### config.mk
export PLATFORM = sky130hd
export DESIGN_NAME = fsk_tx_ctrl_flat
export DESIGN_NICKNAME = d
export VERILOG_FILES = /design/src/rtl/fsk_pkg.sv /design/src/rtl/fsk_tx_ctrl_if.sv /design/src/rtl/fsk_bit_timer.sv /design/src/rtl/fsk_tx_ctrl.sv /design/src/flat_wrapper.sv
export SDC_FILE = /design/constraint.sdc
export NUM_CORES = 1
export LEC_CHECK = 0
export CELL_PAD_IN_SITES_DETAIL_PLACEMENT = 1
export CELL_PAD_IN_SITES_GLOBAL_PLACEMENT = 1
export CORE_UTILIZATION = 30
export DETAILED_ROUTE_END_ITERATION = 10
export PLACE_DENSITY = 0.73
export RECOVER_POWER = 100
export SLEW_MARGIN = 20
export SYNTH_ARGS = -nofsm -noshare
export SYNTH_HDL_FRONTEND = slang
export SYNTH_SLANG_ARGS = --single-unit
### constraint.sdc
create_clock -name clk -period 3.4 [get_ports clk]
set_input_delay 0.68 -clock clk [delete_from_list [all_inputs] [get_ports clk]]
set_output_delay 0.68 -clock clk [all_outputs]
set_load 0.1 [all_outputs]
### src/rtl/fsk_pkg.sv
// -----------------------------------------------------------------------------
// fsk_pkg
// Shared definitions for the FSK transmit controller slice.
//   FSK_DW          : width of carrier samples and of the modulated output
//   FSK_BIT_CYCLES  : default number of clocks each transmitted bit lasts
//   FSK_IDLE_LEVEL  : default sample value driven while nothing is being sent
//   fsk_state_t     : controller state (IDLE waiting for a byte, SEND shifting)
// -----------------------------------------------------------------------------
package fsk_pkg;

    localparam int FSK_DW = 11;
    localparam int FSK_BIT_CYCLES = 50;
    localparam logic [FSK_DW-1:0] FSK_IDLE_LEVEL = 11'h400;

    typedef enum logic {
        IDLE = 1'b0,
        SEND = 1'b1
    } fsk_state_t;

endpackage

### src/rtl/fsk_tx_ctrl_if.sv
// -----------------------------------------------------------------------------
// fsk_tx_ctrl_if
// Bundles the byte handshake, the two carrier inputs and the modulated sample
// outputs of the FSK transmit controller.
//   din/din_valid/din_ready : byte source handshake (valid/ready)
//   mark_in/space_in        : carriers for bit 1 / bit 0 from the wave generator
//   fsk_out/fsk_valid       : registered modulated sample and its qualifier
//   cur_bit/busy/frame_done : transmit status
// Modports:
//   master : the byte source / system side that drives din and the carriers
//   slave  : the controller itself
// -----------------------------------------------------------------------------
interface fsk_tx_ctrl_if
    import fsk_pkg::*;
#(
    parameter int DW = FSK_DW
) ();

    logic [7:0]    din;
    logic          din_valid;
    logic          din_ready;
    logic [DW-1:0] mark_in;
    logic [DW-1:0] space_in;
    logic [DW-1:0] fsk_out;
    logic          fsk_valid;
    logic          cur_bit;
    logic          busy;
    logic          frame_done;

    modport master (
        output din,
        output din_valid,
        output mark_in,
        output space_in,
        input  din_ready,
        input  fsk_out,
        input  fsk_valid,
        input  cur_bit,
        input  busy,
        input  frame_done
    );

    modport slave (
        input  din,
        input  din_valid,
        input  mark_in,
        input  space_in,
        output din_ready,
        output fsk_out,
        output fsk_valid,
        output cur_bit,
        output busy,
        output frame_done
    );

endinterface

### src/rtl/fsk_bit_timer.sv
// -----------------------------------------------------------------------------
// fsk_bit_timer
// Counts the clocks of the bit currently on the air and flags the final clock
// of each bit period.
//   clk, rst : clock and asynchronous active-high reset
//   clr      : force the count back to 0 (held while the controller is idle)
//   en       : advance the count this cycle
//   bit_tick : high on the last clock of a bit (count = BIT_CYCLES-1, en high)
// -----------------------------------------------------------------------------
module fsk_bit_timer
    import fsk_pkg::*;
#(
    parameter int BIT_CYCLES = FSK_BIT_CYCLES
) (
    input  logic clk,
    input  logic rst,
    input  logic clr,
    input  logic en,
    output logic bit_tick
);

    localparam int CW = (BIT_CYCLES > 1) ? $clog2(BIT_CYCLES) : 1;
    localparam logic [CW-1:0] LAST_CNT = CW'(BIT_CYCLES - 1);

    logic [CW-1:0] cyc_cnt;

    // Cycle counter: wraps straight from BIT_CYCLES-1 back to 0 so it never
    // leaves the legal range, even when the width has spare codes.
    always_ff @(posedge clk or posedge rst) begin
        if (rst) begin
            cyc_cnt <= '0;
        end else if (clr) begin
            cyc_cnt <= '0;
        end else if (en) begin
            if (cyc_cnt == LAST_CNT) begin
                cyc_cnt <= '0;
            end else begin
                cyc_cnt <= cyc_cnt + 1'b1;
            end
        end
    end

    assign bit_tick = en && (cyc_cnt == LAST_CNT);

endmodule

### src/rtl/fsk_tx_ctrl.sv
// -----------------------------------------------------------------------------
// fsk_tx_ctrl
// Byte-serial FSK modulation controller. Accepts bytes over a valid/ready
// handshake, shifts them out MSB first with each bit lasting BIT_CYCLES
// clocks, and routes the mark carrier (bit 1) or space carrier (bit 0) to a
// registered sample output. Holds IDLE_LEVEL on the output when not sending.
//   clk, rst : clock and asynchronous active-high reset
//   bus      : fsk_tx_ctrl_if slave port
//              din/din_valid/din_ready  byte handshake
//              mark_in/space_in         carrier samples, taken every cycle
//              fsk_out/fsk_valid        modulated sample, one cycle behind cur_bit
//              cur_bit                  bit on the air (0 when idle)
//              busy                     controller is in SEND
//              frame_done               pulse on the last clock of every byte
// -----------------------------------------------------------------------------
module fsk_tx_ctrl
    import fsk_pkg::*;
#(
    parameter int            DW         = FSK_DW,
    parameter int            BIT_CYCLES = FSK_BIT_CYCLES,
    parameter logic [DW-1:0] IDLE_LEVEL = FSK_IDLE_LEVEL
) (
    input  logic          clk,
    input  logic          rst,
    fsk_tx_ctrl_if.slave  bus
);

    fsk_state_t state;
    logic [7:0] shreg;
    logic [2:0] bit_cnt;
    logic       cur_bit_r;
    logic       busy_r;
    logic       bit_tick;
    logic       last_cycle;
    logic       take;

    fsk_bit_timer #(
        .BIT_CYCLES (BIT_CYCLES)
    ) u_bit_timer (
        .clk      (clk),
        .rst      (rst),
        .clr      (state == IDLE),
        .en       (state == SEND),
        .bit_tick (bit_tick)
    );

    // The final clock of the last bit is the only SEND cycle that may take a
    // new byte; taking it there lets bytes stream with no idle gap.
    assign last_cycle = (state == SEND) && bit_tick && (bit_cnt == 3'd0);

    // Ready is held low while reset is asserted so nothing is offered as
    // accepted before the controller is running.
    assign bus.din_ready  = !rst && ((state == IDLE) || last_cycle);
    assign take           = bus.din_valid && bus.din_ready;
    assign bus.frame_done = last_cycle;
    assign bus.cur_bit    = cur_bit_r;
    assign bus.busy       = busy_r;

    // Control FSM with the shift register. busy and cur_bit are registered
    // alongside the state so they follow it exactly with no decode glitches;
    // cur_bit is loaded with the bit that will be on shreg[7] next cycle.
    always_ff @(posedge clk or posedge rst) begin
        if (rst) begin
            state     <= IDLE;
            shreg     <= '0;
            bit_cnt   <= '0;
            cur_bit_r <= 1'b0;
            busy_r    <= 1'b0;
        end else begin
            case (state)
                IDLE: begin
                    if (take) begin
                        state     <= SEND;
                        shreg     <= bus.din;
                        bit_cnt   <= 3'd7;
                        cur_bit_r <= bus.din[7];
                        busy_r    <= 1'b1;
                    end
                end
                SEND: begin
                    if (last_cycle) begin
                        if (take) begin
                            shreg     <= bus.din;
                            bit_cnt   <= 3'd7;
                            cur_bit_r <= bus.din[7];
                        end else begin
                            state     <= IDLE;
                            cur_bit_r <= 1'b0;
                            busy_r    <= 1'b0;
                        end
                    end else if (bit_tick) begin
                        shreg     <= {shreg[6:0], 1'b0};
                        bit_cnt   <= bit_cnt - 3'd1;
                        cur_bit_r <= shreg[6];
                    end
                end
            endcase
        end
    end

    // Output sample register. It selects on the registered cur_bit, so the
    // modulated stream trails cur_bit by one clock; the switch between
    // carriers happens on that clock edge with no phase alignment.
    always_ff @(posedge clk or posedge rst) begin
        if (rst) begin
            bus.fsk_out   <= IDLE_LEVEL;
            bus.fsk_valid <= 1'b0;
        end else if (state == SEND) begin
            bus.fsk_out   <= cur_bit_r ? bus.mark_in : bus.space_in;
            bus.fsk_valid <= 1'b1;
        end else begin
            bus.fsk_out   <= IDLE_LEVEL;
            bus.fsk_valid <= 1'b0;
        end
    end

endmodule

### src/flat_wrapper.sv
// flat-port wrapper written by rule: the top's interface ports become plain ports
module fsk_tx_ctrl_flat import fsk_pkg::*;
#(
    parameter int            DW         = FSK_DW,
    parameter int            BIT_CYCLES = FSK_BIT_CYCLES,
    parameter logic [DW-1:0] IDLE_LEVEL = FSK_IDLE_LEVEL
)
  (clk, rst, bus_din, bus_din_valid, bus_mark_in, bus_space_in, bus_din_ready, bus_fsk_out, bus_fsk_valid, bus_cur_bit, bus_busy, bus_frame_done);
  fsk_tx_ctrl_if #(.DW(DW)) bus_i ();
  input  logic clk;
  input  logic rst;
  input wire logic [$bits(bus_i.din)-1:0] bus_din;
  input wire logic [$bits(bus_i.din_valid)-1:0] bus_din_valid;
  input wire logic [$bits(bus_i.mark_in)-1:0] bus_mark_in;
  input wire logic [$bits(bus_i.space_in)-1:0] bus_space_in;
  output wire logic [$bits(bus_i.din_ready)-1:0] bus_din_ready;
  output wire logic [$bits(bus_i.fsk_out)-1:0] bus_fsk_out;
  output wire logic [$bits(bus_i.fsk_valid)-1:0] bus_fsk_valid;
  output wire logic [$bits(bus_i.cur_bit)-1:0] bus_cur_bit;
  output wire logic [$bits(bus_i.busy)-1:0] bus_busy;
  output wire logic [$bits(bus_i.frame_done)-1:0] bus_frame_done;
  assign bus_i.din = bus_din;
  assign bus_i.din_valid = bus_din_valid;
  assign bus_i.mark_in = bus_mark_in;
  assign bus_i.space_in = bus_space_in;
  assign bus_din_ready = bus_i.din_ready;
  assign bus_fsk_out = bus_i.fsk_out;
  assign bus_fsk_valid = bus_i.fsk_valid;
  assign bus_cur_bit = bus_i.cur_bit;
  assign bus_busy = bus_i.busy;
  assign bus_frame_done = bus_i.frame_done;
  fsk_tx_ctrl #(.DW(DW), .BIT_CYCLES(BIT_CYCLES), .IDLE_LEVEL(IDLE_LEVEL)) u_core (.clk(clk), .rst(rst), .bus(bus_i));
endmodule
# Word-level counts from Yosys, hierarchy flattened
# Cells that the tools add are included.
# classes
addsub	2
n_mul	0
div_mod_pow	0
n_lt_le_gt_ge	0
eq_ne	5
shift	0
mux	25
bitwise	1
reduce_logical	10
# ops
cell	count
8-bit 2-to-1 mux	3
11-bit 2-to-1 mux	2
8-bit case mux with 2 select lines	1
6-bit 2-to-1 mux	2
1-bit 2-to-1 mux	10
3-bit 2-to-1 mux	3
6-bit by 1-bit adder with 6-bit output (second input constant)	1
6-bit equality test (second input constant)	1
1-bit case mux with 2 select lines	3
3-bit case mux with 2 select lines	1
1-bit logical AND	5
2-bit != test (second input constant)	2
3-bit logical NOT	1
3-bit != test (second input constant)	1
3-bit AND reduction	1
3-bit by 1-bit subtractor with 3-bit output (second input constant)	1
2-bit by 1-bit != test with 1-bit output (second input constant)	1
2-bit AND reduction	1
1-bit logical NOT	1
1-bit logical OR	1
1-bit NOT	1
# word_totals
ff_bits	32
latchBits	0
ramBits	0
rom_bits	0
input_bits	33
output_inout_bits	16
word_cells	51
memories	0

# Longest topological paths before layout
# Gate-level depths: netlist of run 1.
# logic_depth
depth_word	10
ltp_mapped	7
ltp_nobuf	6

# Hierarchy
# From an unflattened synthesis of run 1, not the netlist that was laid out.
# hier_totals
hier_cells	159
hier_area_um2	1646.6
# modules_own_cells
mod	instances	cells_each	area_each_um2	seq_area_each_um2
fsk_tx_ctrl	1	116	1244.9	626.9
fsk_bit_timer	1	43	401.6	150.1

# Worst setup path before layout of run 1
# OpenSTA, ideal clock, no wires.
# synth_path
kind	register to output
startpoint	register u_core.bit_cnt[0]
endpoint	output bus_frame_done
arrival_time_ns	2.931
t_required_ns	2.720
slack_ns	-0.211
stages_incl_launch_ff	5
n_path_buf	0
path_cell_list	dfrtp_1 > inv_1 > ha_1 > nand2b_4 > nor3_1
# synth_via
elab_chain_cells	2
# synth_rtl
element	line	source
start, declared	fsk_tx_ctrl.sv:30	logic [2:0] bit_cnt;
start signal, assigned	fsk_tx_ctrl.sv:93	bit_cnt <= bit_cnt - 3'd1;
3-bit logical NOT	fsk_tx_ctrl.sv:49	assign last_cycle = (state == SEND) && bit_tick && (bit_cnt == 3'd0);
1-bit logical AND	fsk_tx_ctrl.sv:49	
end, declared	flat_wrapper.sv:21	output wire logic [$bits(bus_i.frame_done)-1:0] bus_frame_done;
# No other way between the ends.

# Worst setup path after layout of run 1
# layout_path
startpoint	register u_core.bit_cnt[0]
endpoint	output bus_din_ready
# layout_via
elab_chain_cells	4
# layout_rtl
element	line	source
3-bit logical NOT	fsk_tx_ctrl.sv:49	
1-bit logical AND	fsk_tx_ctrl.sv:49	
1-bit logical OR	fsk_tx_ctrl.sv:53	assign bus.din_ready = !rst && ((state == IDLE) || last_cycle);
1-bit logical AND	fsk_tx_ctrl.sv:53	
end, declared	flat_wrapper.sv:16	output wire logic [$bits(bus_i.din_ready)-1:0] bus_din_ready;
# No other way between the ends.

==> reports/summary.log, run 1 <==
qor: setup_path.worst_setup_path_endpoint bus_din_ready
qor: floorplanning.floorplan.die.width 72.15 um
qor: synth.syn-instance-count 127
qor: timing.timing.setup.tns 0 ps
qor: setup_path.worst_setup_path_startpoint u_core.bit_cnt[0]
qor: route.post_drt_wl_per_cell 14.82 um
qor: setup_path.critical_path.startpoint_type flip-flop
qor: place.finalWeightedCongestion 0.7421
qor: synth.synth_edf_count 0
qor: run_status.failed_checks capacitance limit, slew limit
qor: floorplanning.fp.dieH 72.15 um
qor: place.dpl.cell_count 239
qor: route.vias_per_cell 4.704
qor: clock_tree.postCtsResizedCells 0
qor: setup_path.critical_path.max_stage_delay 410 ps
qor: run_status.outcome finished, violations left
qor: clock_tree.clk_path_buf_depth 2
qor: synth.synth_largest_type_area_fraction 50.85%
qor: setup_path.r2r_end u_core.shreg[1]
qor: setup_path.timing_worst_setup_path_type flip-flop to output port
qor: synth.synth_area_leaders dfrtp_1 51%, mux2i_1 7.5%, nor2_1 5.3%
qor: setup_path.critical_path_depth 6
qor: power.cellLeakagePower 0.8717 nW
qor: setup_path.critPathSlowestCell o41ai_4
qor: synth.count_of_state_elements_after_synthesis 31
qor: route.antenna_violating_nets_post_route 0
qor: synth.synthesized_netlist_net_count 164
qor: synth.synth_area 1476 um^2
qor: route.routed_wl 3660 um
qor: setup_path.critical_path.endpoint_type output port
qor: route.drtPass1Iterations 4
qor: synth.yosysSeqAreaShare 52.63%
qor: global_routing.grt_util_all_layers 15.72%
qor: floorplanning.core.rowCount 25
qor: clock_tree.cts_inserted_buffers 5
qor: setup_path.crit_path_dat 2010 ps
qor: setup_path.number_of_buffer_and_inverter_instances_along_the_worst_setup_path 2
qor: place.count_of_input_and_output_buffers 48
qor: timing.grt_setup_unrepaired no
qor: setup_path.timing.critical_path.max_delay_family compound AO/OA/AOI/OAI gates
qor: setup_path.crit_path_cell_trace inv_1, ha_1, nand2b_4, o41ai_4, and2_0, buf_12
qor: place.place.detailed.hpwl 2778 um
qor: cells_and_area.drive_gt1_share 12.22%
qor: synth.synth.avg_cell_area 11.63 um^2
qor: clock_tree.clk-insertion-delay-late 290 ps
qor: floorplanning.core-area 4723 um^2
qor: floorplanning.io-pin-count 49
qor: clock_tree.clk_pin_slew_worst_paths 70 ps
qor: clock_tree.post_cts_buffers 0
qor: global_routing.grt_start_max_net_pins 32
qor: cells_and_area.net_total_in_the_final_layout 216
qor: synth.synth.most_common_cell dfrtp_1
qor: global_routing.grt_overflow 0
qor: timing.fin_worst_skew 5.355 ps
qor: route.drt_drc_violations_left 0
qor: setup_path.worstPathRequired 2720 ps
qor: clock_tree.hold_buffers 0
qor: route.via_count 1162
qor: synth.synth_top_cell_by_area dfrtp_1
qor: power.ir_drop 0.0001986 V
qor: cells_and_area.layout.cells.non_filler 247
qor: timing.worst_pin_slew 1685 ps
qor: min_path.timing.hold.worst.class flip-flop to flip-flop
qor: setup_path.worstPathMaxFanout 4
qor: clock_tree.clock_tree.root_cell clkbuf_8
qor: timing.post-route-period-util 79.04%
qor: timing.hold_violations 0
qor: setup_path.rr_startpoint u_core.u_bit_timer.cyc_cnt[1]
qor: clock_tree.htree_depth 2
qor: timing.achievable_clock_frequency 0.3721 GHz
qor: synth.yosys_warnings 0
qor: cells_and_area.areaGrowthSynthToFinish 40.76%
qor: timing.timing_max_transition_violations_final 32
qor: floorplanning.floorplan.initialDensity 31.26%
qor: global_routing.grt_first_pass_wirelength 6106 um
qor: setup_path.reg2reg_setup_slack 920 ps
qor: flow_run.max_cap_violations 1
qor: cells_and_area.n_antenna_cell 0
qor: synth.ys_types 35
qor: timing.timing.max_slew.rel_slack -12.31%
qor: synth.dominantRegCellSynth dfrtp_1
qor: floorplanning.die_area 5206 um^2
qor: clock_tree.clock_sinks 31
qor: setup_path.r2r.worst_path.cells 6
qor: power.total_power_density_per_cell_area 431.6 nW/um^2
qor: route.drtIter0Drc 32
qor: global_routing.first_global_vias 1319
qor: timing.final_period_minus_worst_setup_slack 2687 ps
qor: global_routing.number_of_antenna_violations_at_the_first_check_in_global_routing 0
qor: clock_tree.cts_tree done
qor: timing.timing.final.setup_violations 0
qor: synth.synth_common_cells 30 x dfrtp_1, 21 x nor2_1, 11 x mux2i_1
qor: synth.postSynth.asyncResetShare 100.0%
==> layout make-up <==
class / instances / area, um^2
Inverter: 6 / 22.52
Clock buffer: 8 / 100.1
Multi-Input combinational cell: 86 / 621.8
Tap cell: 67 / 83.83
Fill cell: 533 / 2645
Timing Repair Buffer: 49 / 473.0
Sequential cell: 31 / 777.0
==> cells in the final DEF, fill, tap and decap left out, types with 2 or more instances in the layout <==
master	count
inv_1	6
o21ai_0	3
nand3_1	3
nor2_1	21
mux2i_1	11
xnor2_1	2
clkdlybuf4s50_1	31
a21oi_1	2
o221a_2	6
ha_1	4
dfrtp_1	30
nand2_1	6
clkbuf_8	7
xor2_1	2
dlygate4sd3_1	12
clkbuf_1	5
and2_0	2
nor2b_1	2
nand2b_1	7
==> registers in the layout, summed over array words and instances (netlist names) <==
| register | flops |
|---|---|
| u_core.state | 1 |
| u_core.bus.fsk_out | 11 |
| u_core.shreg | 7 |
| u_core.bus.fsk_valid | 1 |
| u_core.u_bit_timer.cyc_cnt | 6 |
| u_core.bus.busy | 1 |
| u_core.bit_cnt | 3 |
| u_core.bus.cur_bit | 1 |
==> per-layer routing <==
layer	vias up	GRT usage (%)	share of wire [%]	routed length (um)
li1	541	-	-	-
met1	580	17.17	40	1450
met2	32	28.04	53	1926
met3	9	4.028	5.0	183
met4	0	8.061	2.7	99
met5	-	0	0	0
==> metrics by stage <==
step / setup WS, ps / hold slack (ps) / power [mW] / util [%] / cell area (um^2)
after CTS: 718.6 / 511.1 / 0.9124 / 45.01 / 2126
after global placement: 1130 / 478.9 / 0.5858 / 42.89 / 2026
after detailed placement: 1040 / 501.7 / 0.5894 / 42.89 / 2026
after global routing: 584.0 / 535.1 / 0.9299 / 44.00 / 2078
final: 712.8 / 507.3 / 0.8970 / 44.00 / 2078
after floorplan: 508.3 / 457.9 / 0.5171 / - / 1481
==> cells by family after synthesis <==
logic type      count (synthesis)  synth area share (%)
fa+ha+maj                       4                 3.390
buf+inv                        10                 3.389
compound gates                 20                 13.90
mux                            11                 7.458
simple gates                   47                 16.86
flops                          31                 52.63
xor+xnor                        4                 2.373
==> worst register-to-register path: cells and delay by family (launching register included) <==
kind | cells | cell delay [ps]
flip-flops | 1 | 410
AND/OR/NAND/NOR | 2 | 760
adder cells (fa/ha/maj) | 1 | 140
AO/OA/AOI/OAI | 2 | 1040
buffers and inverters | 1 | 70
==> report_power, final <==
part,switching [mW],internal [mW],total (mW)
Clock,0.139,0.185,0.323
Combinational,0.123,0.0628,0.185
Sequential,0.00671,0.382,0.388
Total,0.268,0.629,0.897
==> how the worst min path moves through the flow <==
stage | from | to | slack, ps | cells past startpoint
2_1_floorplan | u_core.u_bit_timer.cyc_cnt[0] | u_core.u_bit_timer.cyc_cnt[0] | 460 | 1
3_3_place_gp | u_core.u_bit_timer.cyc_cnt[0] | u_core.u_bit_timer.cyc_cnt[0] | 480 | 1
3_5_place_dp | u_core.u_bit_timer.cyc_cnt[0] | u_core.u_bit_timer.cyc_cnt[0] | 500 | 1
4_1_cts | u_core.u_bit_timer.cyc_cnt[0] | u_core.u_bit_timer.cyc_cnt[0] | 510 | 1
5_1_grt | u_core.u_bit_timer.cyc_cnt[0] | u_core.u_bit_timer.cyc_cnt[0] | 540 | 1
6_report | u_core.u_bit_timer.cyc_cnt[0] | u_core.u_bit_timer.cyc_cnt[0] | 510 | 1
(Power assumes the default switching activity.)
==> run 2: changes to the inputs <==
Settings changed: PLACE_DENSITY 0.73 to 0.75.
Clock period 3.4 ns to 2.3 ns, I/O delays scaled along.
==> run 2 against run 1 <==
Compared with the run above: the run now ends clean; count of clock-buffer cells in the layout down 1; clock power is 38% higher; routed wire length increased by 6.2%; via count rose by 1.9%; clock skew is 2.1 ps higher; worst hold slack gained 36 ps; global-route usage is 1.5 points higher; utilization is 0.53 points higher; flip-flop and latch count stayed put; non-clock buffer count up 6; die area did not move; critical path type unchanged; largest cell class unchanged.
==> reports/summary.log, run 2 (synthesis gave the netlist of run 1 again) <==
qor: timing.timing.setup.tns 0 ps [unchanged]
qor: floorplanning.core-area 4723 um^2 [unchanged]
qor: global_routing.grt_first_pass_wirelength 6451 um [+5.7%]
qor: timing.achievable_clock_frequency 0.4516 GHz
qor: power.cellLeakagePower 0.8896 nW [+2.1%]
qor: setup_path.number_of_buffer_and_inverter_instances_along_the_worst_setup_path 2 [unchanged]
qor: setup_path.critical_path_depth 6 [unchanged]
qor: timing.fin_worst_skew 7.427 ps [+2.073 ps]
qor: setup_path.critical_path.startpoint_type flip-flop
qor: route.vias_per_cell 4.680 [-0.52%]
qor: clock_tree.htree_depth 2 [unchanged]
qor: route.via_count 1184 [+1.9%]
qor: cells_and_area.drive_gt1_share 19.35% [+7.1 points]
qor: clock_tree.cts_tree done
qor: clock_tree.clock_sinks 31 [unchanged]
qor: clock_tree.cts_inserted_buffers 5 [unchanged]
qor: place.dpl.cell_count 241 [+0.84%]
qor: floorplanning.fp.dieH 72.15 um [unchanged]
qor: run_status.outcome finished, final reports clean
qor: setup_path.reg2reg_setup_slack 250 ps [-670 ps]
qor: floorplanning.die_area 5206 um^2 [unchanged]
qor: place.finalWeightedCongestion 0.7801 [+5.1%]
qor: power.total_power_density_per_cell_area 613.3 nW/um^2 [+42%]
qor: setup_path.r2r_end u_core.shreg[2]
qor: route.antenna_violating_nets_post_route 0 [unchanged]
qor: cells_and_area.multi_input_comb_area 664.4 um^2 [+6.8%]
qor: setup_path.critical_path.max_stage_delay 380 ps [-30 ps]
qor: global_routing.first_global_vias 1310 [-0.68%]
qor: cells_and_area.net_total_in_the_final_layout 222 [+2.8%]
qor: cells_and_area.sequential_cell_area 777.0 um^2 [unchanged]
qor: floorplanning.floorplan.initialDensity 31.26% [unchanged]
qor: timing.post-route-period-util 96.27%
qor: cells_and_area.layout_common_cells 31 x clkdlybuf4s50_1, 30 x dfrtp_1, 21 x nor2_1, 15 x clkbuf_1, 11 x mux2i_1
qor: timing.final_period_minus_worst_setup_slack 2214 ps
qor: place.count_of_input_and_output_buffers 48 [unchanged]
qor: floorplanning.core.rowCount 25 [unchanged]
qor: floorplanning.io-pin-count 49 [unchanged]
qor: cells_and_area.n_antenna_cell 0 [unchanged]
qor: timing.grt_setup_unrepaired no
qor: setup_path.timing.critical_path.max_delay_family flip-flops
qor: min_path.hold-path-cell-count 1 [unchanged]
qor: min_path.min_delay_worst_endpoint u_core.bit_cnt[2]
qor: cells_and_area.layout.filler_cells 543 [+1.9%]
qor: route.drtIter0Drc 19 [-41%]
qor: cells_and_area.layout.cells.non_filler 253 [+2.4%]
qor: global_routing.grt_overflow 0 [unchanged]
qor: setup_path.critPathSlowestCell dfrtp_1
qor: route.drt_drc_violations_left 0 [unchanged]
qor: flow_run.max_cap_violations 0 [-1]
qor: setup_path.critical_path.endpoint_type output port
qor: global_routing.grt_start_max_net_pins 32 [unchanged]
qor: clock_tree.clk-insertion-delay-late 290 ps [about the same]
qor: min_path.timing.hold.worst.class flip-flop to flip-flop
qor: setup_path.worstPathRequired 1840 ps [-880 ps]
qor: route.routed_wl 3888 um [+6.2%]
qor: cells_and_area.layout_commonest_cell clkdlybuf4s50_1
qor: cells_and_area.largest_reg_flops 11 [unchanged]
qor: setup_path.crit_path_cell_trace inv_2, ha_4, nand2b_4, o41ai_4, and2_4, buf_12
qor: setup_path.timing_worst_setup_path_type flip-flop to output port
qor: clock_tree.clk_pin_slew_worst_paths 70 ps [about the same]
qor: setup_path.crit_path_dat 1750 ps [-260 ps]
qor: cells_and_area.areaGrowthSynthToFinish 42.46%
qor: global_routing.grt_util_all_layers 17.17% [+1.5 points]
qor: timing.timing.max_slew.rel_slack 21.43% [+34 points]
qor: timing.timing_max_transition_violations_final 0 [-100%]
qor: timing.timing.final.setup_violations 0 [unchanged]
qor: cells_and_area.regMostFlops u_core.bus.fsk_out
qor: place.place.detailed.hpwl 2803 um [+0.89%]
qor: timing.worst_pin_slew 1184 ps [-501.1 ps]
qor: setup_path.rr_startpoint u_core.u_bit_timer.cyc_cnt[1]
qor: floorplanning.floorplan.die.width 72.15 um [unchanged]
qor: global_routing.number_of_antenna_violations_at_the_first_check_in_global_routing 0 [unchanged]
qor: cells_and_area.biggestRegsByFlops u_core.bus.fsk_out x11, u_core.shreg x7, u_core.u_bit_timer.cyc_cnt x6
qor: setup_path.worstPathMaxFanout 4 [unchanged]
qor: power.ir_drop 0.0002725 V [+37%]
qor: clock_tree.clock_tree.root_cell clkbuf_8
qor: timing.hold_violations 0 [unchanged]
qor: setup_path.r2r.worst_path.cells 7 [+1]
qor: route.drtPass1Iterations 4 [unchanged]
qor: clock_tree.clk_path_buf_depth 2 [unchanged]
qor: min_path.worstHoldStart u_core.bit_cnt[2]
qor: route.post_drt_wl_per_cell 15.37 um [+3.7%]
==> run 2: repair_timing <==
action                     CTS  global route
setup endpoints to repair    1             1
cloned                       0             0
gates resized for setup      3             3
buffers inserted             3             1
pin swaps                    2             2
hold buffers                 0             0
==> run 2: worst max-delay path by stage <==
stage,start,to,slack (ps)
2_1_floorplan,rst,bus_din_ready,90
3_3_place_gp,u_core.bit_cnt[0],bus_din_ready,250
3_5_place_dp,u_core.bit_cnt[1],bus_din_ready,180
4_1_cts,u_core.bit_cnt[1],bus_din_ready,0.2
5_1_grt,u_core.bit_cnt[1],bus_din_ready,20
6_report,u_core.bit_cnt[0],bus_din_ready,90
==> run 2: cell type report <==
class / count / share of cell area (%)
flip-flops and latches: 31 / 36.94
multi-input cells: 86 / 31.59
repair buffers: 55 / 22.07
clock buffers: 7 / 4.105
well taps: 67 / 3.986
inverters: 6 / 1.071
clock inverters: 1 / 0.2380
==> run 2: layer usage <==
metal,GRT usage (%),routed length [um]
met5,0,0
met2,29.80,2119
met4,8.497,89
met1,19.11,1510
met3,5.139,168
==> run 2: per-stage QoR <==
step / total power [mW] / util, % / area, um^2 / worst slack (ps) / hold WS, ps
floorplan: 0.7646 / - / 1489 / 90.35 / 457.9
detailed placement: 0.8731 / 43.31 / 2046 / 184.3 / 505.8
finish: 1.290 / 44.53 / 2103 / 85.83 / 543.4
global route: 1.344 / 44.53 / 2103 / 24.93 / 565.2
CTS: 1.328 / 45.85 / 2166 / 0.2226 / 546.4
global placement: 0.8666 / 43.31 / 2046 / 246.0 / 475.2
==> run 2: worst register-to-register path: stages (launching register included) <==
cell,delay [ps]
dfrtp_1,400
inv_1,60
ha_1,150
nand2b_2,90
buf_4,180
o31ai_4,390
and2_1,440
o221a_2,260
==> run 2: power breakdown <==
| part | total (mW) | internal [mW] | leakage (nW) | switching (mW) |
|---|---|---|---|---|
| clock | 0.446 | 0.241 | 0.0482 | 0.205 |
| combinational | 0.275 | 0.0865 | 0.465 | 0.188 |
| sequential | 0.569 | 0.564 | 0.376 | 0.00489 |
| total | 1.29 | 0.892 | 0.890 | 0.398 |
